--- config.mk ---
export PLATFORM = sky130hd
export DESIGN_NAME = wb_select_seq
export DESIGN_NICKNAME = d
export VERILOG_FILES = /design/src/rtl/wb_select_pkg.sv /design/src/rtl/wb_src_mux.sv /design/src/rtl/wb_select_seq.sv
export SDC_FILE = /design/constraint.sdc
export NUM_CORES = 1
export LEC_CHECK = 0
export ABC_AREA = 0
export BUFFER_PORTS_ARGS = -buffer_cell sky130_fd_sc_hd__buf_4
export CAP_MARGIN = 20
export CORE_MARGIN = 2
export CORE_UTILIZATION = 40
export DETAILED_ROUTE_END_ITERATION = 12
export PLACE_DENSITY = 0.77
export SLEW_MARGIN = 30
export SYNTH_ARGS = -nofsm -noshare
export SYNTH_HDL_FRONTEND = slang
export SYNTH_HIERARCHICAL = 1
export SYNTH_SLANG_ARGS = --single-unit
export TNS_END_PERCENT = 100
--- constraint.sdc ---
create_clock -name clk -period 6.8 [get_ports clk]
set_clock_uncertainty 0.2 [all_clocks]
set_input_delay 0.68 -clock clk [delete_from_list [all_inputs] [get_ports clk]]
set_output_delay 0.68 -clock clk [all_outputs]
set_load 0.02 [all_outputs]
--- src/rtl/wb_select_pkg.sv ---
// Shared definitions for the write-back selector: state encoding and counter sizing.
package wb_select_pkg;

  localparam int unsigned STATE_W = 2;

  localparam logic [STATE_W-1:0] S_IDLE  = 2'd0;
  localparam logic [STATE_W-1:0] S_WAIT  = 2'd1;
  localparam logic [STATE_W-1:0] S_WRITE = 2'd2;

  // Wait counter must hold values 0..timeout-1.
  function automatic int unsigned cnt_width(input int unsigned timeout);
    return (timeout <= 2) ? 1 : $clog2(timeout);
  endfunction

endpackage

--- src/rtl/wb_src_mux.sv ---
// Combinational NUM_SRC:1 result-source mux with ready and selector-range flags.
module wb_src_mux #(
  parameter int unsigned WIDTH   = 32,
  parameter int unsigned NUM_SRC = 6,
  parameter int unsigned SEL_W   = 3
) (
  input  logic [SEL_W-1:0]         sel,
  input  logic [NUM_SRC*WIDTH-1:0] data_in,
  input  logic [NUM_SRC-1:0]       src_ready,
  output logic [WIDTH-1:0]         data_sel,
  output logic                     ready_sel,
  output logic                     sel_valid
);

  // Out-of-range selectors yield zero data and no ready.
  always_comb begin
    data_sel  = '0;
    ready_sel = 1'b0;
    sel_valid = 1'b0;
    for (int i = 0; i < NUM_SRC; i++) begin
      if (sel == SEL_W'(i)) begin
        data_sel  = data_in[i*WIDTH +: WIDTH];
        ready_sel = src_ready[i];
        sel_valid = 1'b1;
      end
    end
  end

endmodule

--- src/rtl/wb_select_seq.sv ---
// Sequenced write-back selector: waits for the chosen source, registers its data
// and issues a single-cycle register-file write strobe.
module wb_select_seq
  import wb_select_pkg::*;
#(
  parameter int unsigned WIDTH   = 32,
  parameter int unsigned NUM_SRC = 6,
  parameter int unsigned SEL_W   = 3,
  parameter int unsigned ADDR_W  = 5,
  parameter int unsigned TIMEOUT = 64
) (
  input  logic                     clk,
  input  logic                     reset,
  input  logic                     req,
  input  logic [SEL_W-1:0]         selector,
  input  logic [NUM_SRC*WIDTH-1:0] data_in,
  input  logic [NUM_SRC-1:0]       src_ready,
  input  logic [ADDR_W-1:0]        wb_addr_in,
  output logic [WIDTH-1:0]         data_out,
  output logic [ADDR_W-1:0]        wr_addr,
  output logic                     wr_en,
  output logic                     busy,
  output logic                     err
);

  localparam int unsigned CNT_W = cnt_width(TIMEOUT);
  localparam logic [CNT_W-1:0] CNT_LAST = CNT_W'(TIMEOUT - 1);

  logic [STATE_W-1:0] state, state_d;
  logic [SEL_W-1:0]   sel_q, sel_d, mux_sel;
  logic [CNT_W-1:0]   cnt, cnt_d;
  logic [WIDTH-1:0]   data_d, mux_data;
  logic [ADDR_W-1:0]  addr_d;
  logic               wr_en_d, busy_d, err_d;
  logic               mux_ready, mux_valid;

  // In IDLE the live selector is decoded; afterwards the latched copy.
  assign mux_sel = (state == S_IDLE) ? selector : sel_q;

  wb_src_mux #(
    .WIDTH   (WIDTH),
    .NUM_SRC (NUM_SRC),
    .SEL_W   (SEL_W)
  ) u_mux (
    .sel       (mux_sel),
    .data_in   (data_in),
    .src_ready (src_ready),
    .data_sel  (mux_data),
    .ready_sel (mux_ready),
    .sel_valid (mux_valid)
  );

  always_ff @(posedge clk or posedge reset) begin
    if (reset) state <= S_IDLE;
    else       state <= state_d;
  end

  always_comb begin
    state_d = state;
    case (state)
      S_IDLE: begin
        if (req && mux_valid) state_d = mux_ready ? S_WRITE : S_WAIT;
      end
      S_WAIT: begin
        if (mux_ready)             state_d = S_WRITE;
        else if (cnt == CNT_LAST)  state_d = S_IDLE;
      end
      S_WRITE: state_d = S_IDLE;
      default: state_d = S_IDLE;
    endcase
  end

  // Next values of the registered outputs, counter and latched selector.
  always_comb begin
    data_d = data_out;
    addr_d = wr_addr;
    sel_d  = sel_q;
    cnt_d  = cnt;
    err_d  = 1'b0;
    case (state)
      S_IDLE: begin
        if (req) begin
          sel_d  = selector;
          addr_d = wb_addr_in;
          if (!mux_valid)     err_d  = 1'b1;
          else if (mux_ready) data_d = mux_data;
          else                cnt_d  = '0;
        end
      end
      S_WAIT: begin
        if (mux_ready)            data_d = mux_data;
        else if (cnt == CNT_LAST) err_d  = 1'b1;
        else                      cnt_d  = cnt + CNT_W'(1);
      end
      default: ;
    endcase
    // Register 0 is hardwired to zero, so its write is dropped.
    wr_en_d = (state_d == S_WRITE) && (addr_d != '0);
    busy_d  = (state_d != S_IDLE);
  end

  always_ff @(posedge clk or posedge reset) begin
    if (reset) begin
      data_out <= '0;
      wr_addr  <= '0;
      sel_q    <= '0;
      cnt      <= '0;
      wr_en    <= 1'b0;
      busy     <= 1'b0;
      err      <= 1'b0;
    end else begin
      data_out <= data_d;
      wr_addr  <= addr_d;
      sel_q    <= sel_d;
      cnt      <= cnt_d;
      wr_en    <= wr_en_d;
      busy     <= busy_d;
      err      <= err_d;
    end
  end

endmodule

# ---- Word level (Yosys, flattened, before mapping)
# Index checks and enable logic that the tools add are counted.
dict set report word_totals {
  reg_bits 51
  output_inout_bits 40
}
dict set report classes {
  n_addsub 1
  eq_ne 13
  mux 41
  reduce_logical 10
}
# operator count
set op_table {}
lappend op_table {{$mux W32} 9}
lappend op_table {{$pmux W32 S2} 1}
lappend op_table {{$mux W6} 5}
lappend op_table {{$mux W1} 16}
lappend op_table {{$pmux W6 S2} 1}
lappend op_table {{$mux W5} 2}
lappend op_table {{$ne A2 B2 Y1 const B} 5}
lappend op_table {{$mux W2} 4}
lappend op_table {{$add A6 B1 Y6 const B} 1}
lappend op_table {{$eq A3 B2 Y1 const B} 2}
lappend op_table {{$eq A3 B3 Y1 const B} 2}
lappend op_table {{$eq A6 B6 Y1 const B} 1}
lappend op_table {{$reduce_and A6 Y1} 1}
lappend op_table {{$reduce_bool A5 Y1} 1}
lappend op_table {{$pmux W2 S2} 1}
lappend op_table {{$reduce_bool A2 Y1} 2}
lappend op_table {{$eq A3 B1 Y1 const B} 1}
lappend op_table {{$logic_not A3 Y1} 1}
lappend op_table {{$mux W3} 1}
lappend op_table {{$reduce_and A3 Y1} 1}
lappend op_table {{$eq A2 B1 Y1 const B} 1}
lappend op_table {{$eq A2 B2 Y1 const B} 1}
lappend op_table {{$logic_and A1 B1 Y1} 2}
lappend op_table {{$logic_not A2 Y1} 1}
lappend op_table {{other kinds (2)} 2}

# ---- Logic depth before layout (Yosys ltp)
# Gate-level depths: netlist of the first run.
dict set report depth {
  word_depth 14
  ltp_mapped 10
  mapped_depth_nobuf 8
}

# ---- Modules after synthesis
# The synthesis of the first run kept the hierarchy.
# module n_inst cells_per_inst area_each_um2 seq_area_each_um2
set modules_own_cells {}
lappend modules_own_cells {wb_select_seq 1 144 2103.3 1276.2}
lappend modules_own_cells {wb_src_mux 1 208 1840.5 0.0}

# ---- Worst setup path before layout of the first run
# Ideal clock, no wire load.
dict set report synth_path {
  path_type {register to register}
  start {reg state[1]}
  end {reg data_out[10]}
  arrival_time_ps 2796
  path_slack_ps 3680
  path_stages_with_launch 11
  path_buffers 3
  synth_period_minus_slack_ps 3120
  cell_sequence {dfrtp_1 -> nor2_1 -> mux2_2 -> buf_2 -> buf_4 -> mux2_2 -> o32ai_1 -> a221oi_1 -> nor3b_4 -> buf_4 -> mux2_2}
}
dict set report synth_via {
  elab_chain_cells 13
  elab_cells_between_ends 35
}
# element line
set synth_rtl {}
lappend synth_rtl {{start, declared} wb_select_seq.sv:29} ;# logic [STATE_W-1:0] state, state_d;
lappend synth_rtl {{start signal, assigned} wb_select_seq.sv:55} ;# else state <= state_d;
lappend synth_rtl {{$logic_not A2 Y1 *} wb_select_seq.sv:38} ;# assign mux_sel = (state == S_IDLE) ? selector : sel_q;
lappend synth_rtl {{$mux W3 *} wb_select_seq.sv:38}
lappend synth_rtl {{named net mux_sel[2]} wb_select_seq.sv:30} ;# logic [SEL_W-1:0] sel_q, sel_d, mux_sel;
lappend synth_rtl {{$logic_not A3 Y1} wb_src_mux.sv:21} ;# if (sel == SEL_W'(i)) begin
lappend synth_rtl {{$mux W1 (5 in series)} wb_src_mux.sv:21}
lappend synth_rtl {{$mux W1 *} wb_src_mux.sv:21}
lappend synth_rtl {{named net mux_ready} wb_select_seq.sv:35} ;# logic mux_ready, mux_valid;
lappend synth_rtl {{$mux W32 *} {wb_select_seq.sv:86, wb_select_seq.sv:91}}
lappend synth_rtl {{$mux W32} wb_select_seq.sv:85} ;# if (!mux_valid) err_d = 1'b1;
lappend synth_rtl {{$mux W32} wb_select_seq.sv:82} ;# if (req) begin
lappend synth_rtl {{$pmux W32 S2 *} wb_select_seq.sv:80} ;# case (state)
lappend synth_rtl {{end signal, assigned} wb_select_seq.sv:112} ;# data_out <= data_d;
lappend synth_rtl {{end, declared} wb_select_seq.sv:19} ;# output logic [WIDTH-1:0] data_out,
# Mark *: on every way through the listed nets, which the timed path passes. The rest lies on a longest branch. The select of a mux whose other input is x is not followed.
# A chain may end at the register's enable or synchronous reset.

# ---- Final worst setup path of the first run
dict set report layout_path {
  start {reg state[1]}
  end {reg data_out[1]}
}
# The elaborated chain is that of the path after synthesis.

==> flow_metrics.env, run 1 <==
export IMPL_slew_viol_final=0
export IMPL_syn_num_nets=562
export IMPL_via_per_inst=5.62
export IMPL_p_seq_frac=0.226
export IMPL_grt_max_degree=69
export IMPL_end_kind="flop"
export IMPL_pin_count=249
export IMPL_reg2reg_slack_ns=2.64
export IMPL_irDropWorstVdd_uv=265
export IMPL_synth_top_area_frac=0.324
export IMPL_drtIter0Drc=145
export IMPL_power_uw=2450
export IMPL_fp_dieArea_um2=10700
export IMPL_track_usage=0.232
export IMPL_ant_nets=0
export IMPL_tritoncts="built"
export IMPL_rsz0062_at_grt="no"
export IMPL_hold_buffers=0
export IMPL_htree_levels=2
export IMPL_overflow=0
export IMPL_vias=3959
export IMPL_combPwrFrac=0.701
export IMPL_finalHoldViolCount=0
export IMPL_clock_sinks=51
export IMPL_yosys_warnings=6
export IMPL_syn_area_per_cell_um2=11.2
export IMPL_clk_pin_slew_worst_paths_ns=0.10
export IMPL_start_util=0.407
export IMPL_fin_crit_ns=4.16
export IMPL_cts_root_buf="clkbuf_8"
export IMPL_antenna_found_initial=0
export IMPL_r2r_start="state[1]"
export IMPL_areaGrowthSynthToFinish_pct=48.4
export IMPL_dpl_cell_area_um2=5730
export IMPL_clockBufferDepth=2
export IMPL_powerDensity_nw_per_um2=418
export IMPL_synth_cell_area_um2=3940
export IMPL_setup_viol=0
export IMPL_routedWlPerCell_um=19.1
export IMPL_max_freq_mhz=240
export IMPL_cts_resized=0
export IMPL_syn_instance_count=352
export IMPL_worst_setup_path_type="reg -> reg"
export IMPL_gp_congestion=0.904
export IMPL_grt_pass1_vias=3911
export IMPL_switchingPower_uw=1120
export IMPL_worstMarginPinSlew_ns=0.826
export IMPL_fin_crit_sh=0.612
export IMPL_power_internal_uw=1330
export IMPL_required_ns=6.80
export IMPL_mostFrequentLayoutCells="buf_4 (251), mux2_2 (75), dfrtp_1 (51)"
export IMPL_finalSetupTns_ns=0
export IMPL_nets=780
export IMPL_synth_seq_cells=51
export IMPL_stdcell_area_um2=5850
export IMPL_fp_coreArea_um2=9680
export IMPL_rows=36
export IMPL_startpoint_type="flop"
export IMPL_yosysUniqueCellTypes=38
export IMPL_clkPwrFrac=0.073
export IMPL_post_cts_buffers=0
export IMPL_num_antenna_cells=0
export IMPL_route_detailed_drc=0
export IMPL_drv_cap=0
export IMPL_dr_pass1_iters=4
export IMPL_seq_area_frac_synth=0.324
export IMPL_numCtsBuffers=5
export IMPL_swShare=0.458
export IMPL_die_w_um=103
export IMPL_die_height_um=103
export IMPL_portBuffers=248
export IMPL_worstHoldPathType="in -> async"
export IMPL_grt_pass1_wl_mm=19.3
export IMPL_cp_max_fo=37
export IMPL_layout_commonest_cell="buf_4"
export IMPL_dpl_hpwl_mm=9.87
export IMPL_yosys_top_cells_area="dfrtp_1 (32%), mux2_2 (22%), o32ai_2 (12%)"
export IMPL_clk_latency_ns=0.32
export IMPL_critPathArrivalTime_ns=4.17
export IMPL_yosys_area_top_type="dfrtp_1"
export IMPL_worst_r2r_endpoint="data_out[1]"
export IMPL_drive_gt1_frac=0.665
export IMPL_nFillCells=837
export IMPL_reg2regPathDepth=8
export IMPL_status="finished clean"
export IMPL_routed_wl_mm=13.5
export IMPL_p_leak_uw=0.00257
export IMPL_slew_headroom=0.449
## critical path, cell delays in order, from the launching register on
cell	delay (ns)
dfrtp_1	0.46
nor2_1	0.36
mux2_2	0.74
or2_4	0.67
o32ai_1	0.16
a221oi_1	0.37
nor3b_4	0.25
buf_4	0.44
mux2_2	0.40
## routing by layer
metal / wire length (µm) / vias up / track usage
li1: - / 1866 / -
met1: 5340 / 1894 / 0.283
met2: 6740 / 175 / 0.404
met3: 1070 / 24 / 0.0504
met4: 318 / 0 / 0.0850
met5: 0 / - / 0
## flip-flops by register name, summed over array words and instances, names as in the netlist
signal    count
busy          1
data_out     32
cnt           6
sel_q         3
wr_en         1
state         2
wr_addr       5
err           1
## cell families (layout without fill, tap and decap cells)
logic type / after synthesis / count (layout) / share of synthesized area
flops: 51 / 51 / 0.324
mux: 77 / 77 / 0.220
simple gates: 30 / 30 / 0.0454
fa+ha+maj: 1 / 1 / 0.00317
buf+inv: 50 / 269 / 0.0790
compound gates: 143 / 143 / 0.329
## metrics by stage
step / util / setup WS, ns / hold slack [ns] / instances
finish: 0.604 / 2.64 / 0.248 / 704
global route: 0.604 / 2.49 / 0.287 / 704
CTS: 0.600 / 2.33 / 0.283 / 703
detailed placement: 0.591 / 2.32 / 0.296 / 695
global placement: 0.591 / 2.58 / 0.286 / 695
floorplan: - / 3.68 / 0.277 / 352
## how the worst max path moves through the flow
stage	slack (ns)	startpoint	end	cells after the start
5_1_grt	2.49	state[1]	data_out[29]	8
2_1_floorplan	3.68	state[1]	data_out[10]	10
3_3_place_gp	2.58	state[1]	data_out[13]	8
6_report	2.64	state[1]	data_out[1]	8
3_5_place_dp	2.32	state[1]	data_out[1]	8
4_1_cts	2.33	state[1]	data_out[1]	8
## synth_stat cells, drive strengths merged
master and number:
or3b 1, or3 1, o32ai 33, nor2 4
o2bb2ai 1, a21boi 1, or4 2, nor3 1
nor2b 1, or2 3, a211oi 1, a21oi 1
buf 31, nand3b 2, mux2 76, o21ai 33
dfrtp 51, nand3 5, and3 2, a2bb2oi 1
o311a 1, nand2 5, mux2i 1, clkbuf 10
inv 9, ha 1, o211ai 4, a221oi 33
o22ai 34, nand2b 1, nor3b 2
## power by group through the flow
| stage | combinational, µW | clock (µW) | sequential [µW] |
|---|---|---|---|
| 6_report | 1720 | 180 | 553 |
| 5_1_grt | 1820 | 200 | 570 |
| 4_1_cts | 1690 | 185 | 553 |
| 3_5_place_dp | 1690 | 0 | 558 |
| 3_3_place_gp | 1640 | 0 | 553 |
| 2_1_floorplan | 1130 | 0 | 684 |
## final cells by class
class / instances / area [µm²] / share of cell area
clock buffer: 5 / 68.8 / 0.0118
clock inverter: 3 / 18.8 / 0.00321
inverter: 9 / 38.8 / 0.00663
multi-input combinational: 251 / 2370 / 0.405
sequential: 51 / 1280 / 0.218
tap: 133 / 166 / 0.0284
timing repair buffer: 252 / 1910 / 0.327
(Power assumes the default switching activity.)
==> run 2: changes to the inputs <==
==> constraint.sdc (replaced) <==
create_clock -name clk -period 4.2 [get_ports clk]
set_clock_uncertainty 0.2 [all_clocks]
set_input_delay 0.42 -clock clk [delete_from_list [all_inputs] [get_ports clk]]
set_output_delay 0.42 -clock clk [all_outputs]
set_load 0.02 [all_outputs]
==> run 2 against run 1 <==
  * The run now ends with hold timing left
  * Combinational power is 62% higher
  * Largest cell class unchanged
  * Worst hold slack worse by 0.26 ns
  * Global-route usage is 0.41 points higher
  * Worst setup slack worse by 2.1 ns
  * Clock power is 55% higher
==> flow_metrics.env, run 2 (synthesis gave the netlist of run 1 again) <==
export IMPL_status="finished, violations left"
export IMPL_violations="hold timing"
export IMPL_largest_reg_flops=32
export IMPL_p_leak_uw=0.00257
export IMPL_slew_headroom=0.466
export IMPL_ant_nets=0
export IMPL_tritoncts="built"
export IMPL_gp_congestion=0.811
export IMPL_fin_util=0.605
export IMPL_clk_pin_slew_worst_paths_ns=0.10
export IMPL_finalHoldViolCount=11
export IMPL_drv_cap=0
export IMPL_nFillCells=823
export IMPL_finalSetupTns_ns=0
export IMPL_die_height_um=103
export IMPL_setup_viol=0
export IMPL_combPwrFrac=0.702
export IMPL_irDropWorstVdd_uv=612
export IMPL_critPathArrivalTime_ns=3.63
export IMPL_cts_root_buf="clkbuf_8"
export IMPL_rows=36
export IMPL_drtIter0Drc=148
export IMPL_grt_pass1_vias=3977
export IMPL_overflow=0
export IMPL_die_w_um=103
export IMPL_slew_viol_final=0
export IMPL_grt_pass1_wl_mm=19.8
export IMPL_stdcell_count=709
export IMPL_numCtsBuffers=5
export IMPL_mostFrequentLayoutCells="buf_4 (257), mux2_2 (75), dfrtp_1 (51)"
export IMPL_clk_latency_ns=0.31
export IMPL_worstMarginPinSlew_ns=0.801
export IMPL_fp_coreArea_um2=9680
export IMPL_htree_levels=2
export IMPL_swShare=0.457
export IMPL_dr_pass1_iters=4
export IMPL_areaGrowthSynthToFinish_pct=48.5
export IMPL_post_cts_buffers=0
export IMPL_layout_commonest_cell="buf_4"
export IMPL_worstHoldPathType="in -> async"
export IMPL_dp_cells=701
export IMPL_start_util=0.407
export IMPL_end_kind="flop"
export IMPL_crit_path_top_delay_cell="mux2_2"
export IMPL_dpl_hpwl_mm=10.0
export IMPL_drive_gt1_frac=0.667
export IMPL_fin_crit_sh=0.867
export IMPL_hold_buffers=0
export IMPL_cts_resized=0
export IMPL_via_per_inst=5.63
export IMPL_nets=785
export IMPL_p_seq_frac=0.227
export IMPL_clock_sinks=51
export IMPL_fp_dieArea_um2=10700
export IMPL_cp_common_cell="mux2_2"
export IMPL_num_antenna_cells=0
export IMPL_path_cells="nor2_1 -> mux2_2 -> nand2b_2 -> o32ai_1 -> a221oi_1 -> nor3b_4 -> buf_4 -> mux2_2"
export IMPL_cp_max_fo=37
export IMPL_required_ns=4.19
export IMPL_reg_top3="data_out x32, cnt x6, wr_addr x5"
export IMPL_hold_slack_ns=-0.00716
export IMPL_pin_count=249
export IMPL_antenna_found_initial=0
export IMPL_track_usage=0.236
export IMPL_top_register="data_out"
export IMPL_fin_crit_ns=3.64
export IMPL_clockBufferDepth=2
export IMPL_grt_max_degree=65
export IMPL_rsz0062_at_grt="no"
export IMPL_worst_setup_path_type="reg -> reg"
export IMPL_startpoint_type="flop"
export IMPL_portBuffers=248
export IMPL_vias=3991
export IMPL_max_freq_mhz=275
export IMPL_routed_wl_mm=13.6
export IMPL_clkPwrFrac=0.071
export IMPL_route_detailed_drc=0
export IMPL_powerDensity_nw_per_um2=675
export IMPL_switchingPower_uw=1800
export IMPL_routedWlPerCell_um=19.1
export IMPL_power_uw=3950
export IMPL_power_internal_uw=2150
export IMPL_slowest_delay_ns=0.77
run 2: cell types whose count changed in the layout (fill, tap and decap cells not counted), sizes merged:
cell	previous run	this run
inv	8	9
buf	252	257
clkbuf	5	6
clkinv	4	1
clkinvlp	0	1
run 2: worst max-delay path: cells and delay by family, from the launching register on:
kind / cells / cell delay [ns]
simple gates: 3 / 0.83
buf+inv: 1 / 0.42
mux: 2 / 1.16
compound gates: 2 / 0.42
flops: 1 / 0.46
run 2: metal layers:
metal	global-route usage	wire length [µm]	vias to the layer above
li1	-	-	1874
met1	0.292	5380	1893
met2	0.404	6710	189
met3	0.0444	1030	35
met4	0.101	439	0
met5	0	0	-
run 2: cell type report:
class                   instances  area [µm²]  area share
clock inverters                 2        12.5     0.00214
inverters                       9        36.3     0.00620
multi-input cells             251        2360       0.403
repair buffers                257        1930       0.329
flip-flops and latches         51        1280       0.218
clock buffers                   6        72.6      0.0124
well taps                     133         166      0.0284
run 2: worst paths after layout:
path / start / to / slack, ns / cells past startpoint
max in group asynchronous: reset / data_out[12] / 3.39 / 2
max: state[1] / data_out[10] / 0.56 / 8
max reg2reg: state[1] / data_out[10] / 0.56 / 8
min reg2reg: data_out[11] / data_out[11] / 0.32 / 1
min in group clk: wb_addr_in[3] / wr_addr[3] / 0.14 / 2
min: reset / wr_addr[2] / -0.007 / 2
run 2: power groups by stage:
stage / registers, µW / clock network (µW) / logic (µW)
2_1_floorplan: 1110 / 0 / 1830
3_3_place_gp: 893 / 0 / 2700
3_5_place_dp: 904 / 0 / 2770
4_1_cts: 897 / 290 / 2780
5_1_grt: 931 / 307 / 2960
6_report: 897 / 279 / 2780
run 2: through the flow:
stage / cell area, µm² / setup WS (ns)
finish: 5860 / 0.560
global route: 5860 / 0.304
CTS: 5860 / 0.568
detailed placement: 5770 / 0.596
global placement: 5770 / 0.707
floorplan: 3940 / 1.08
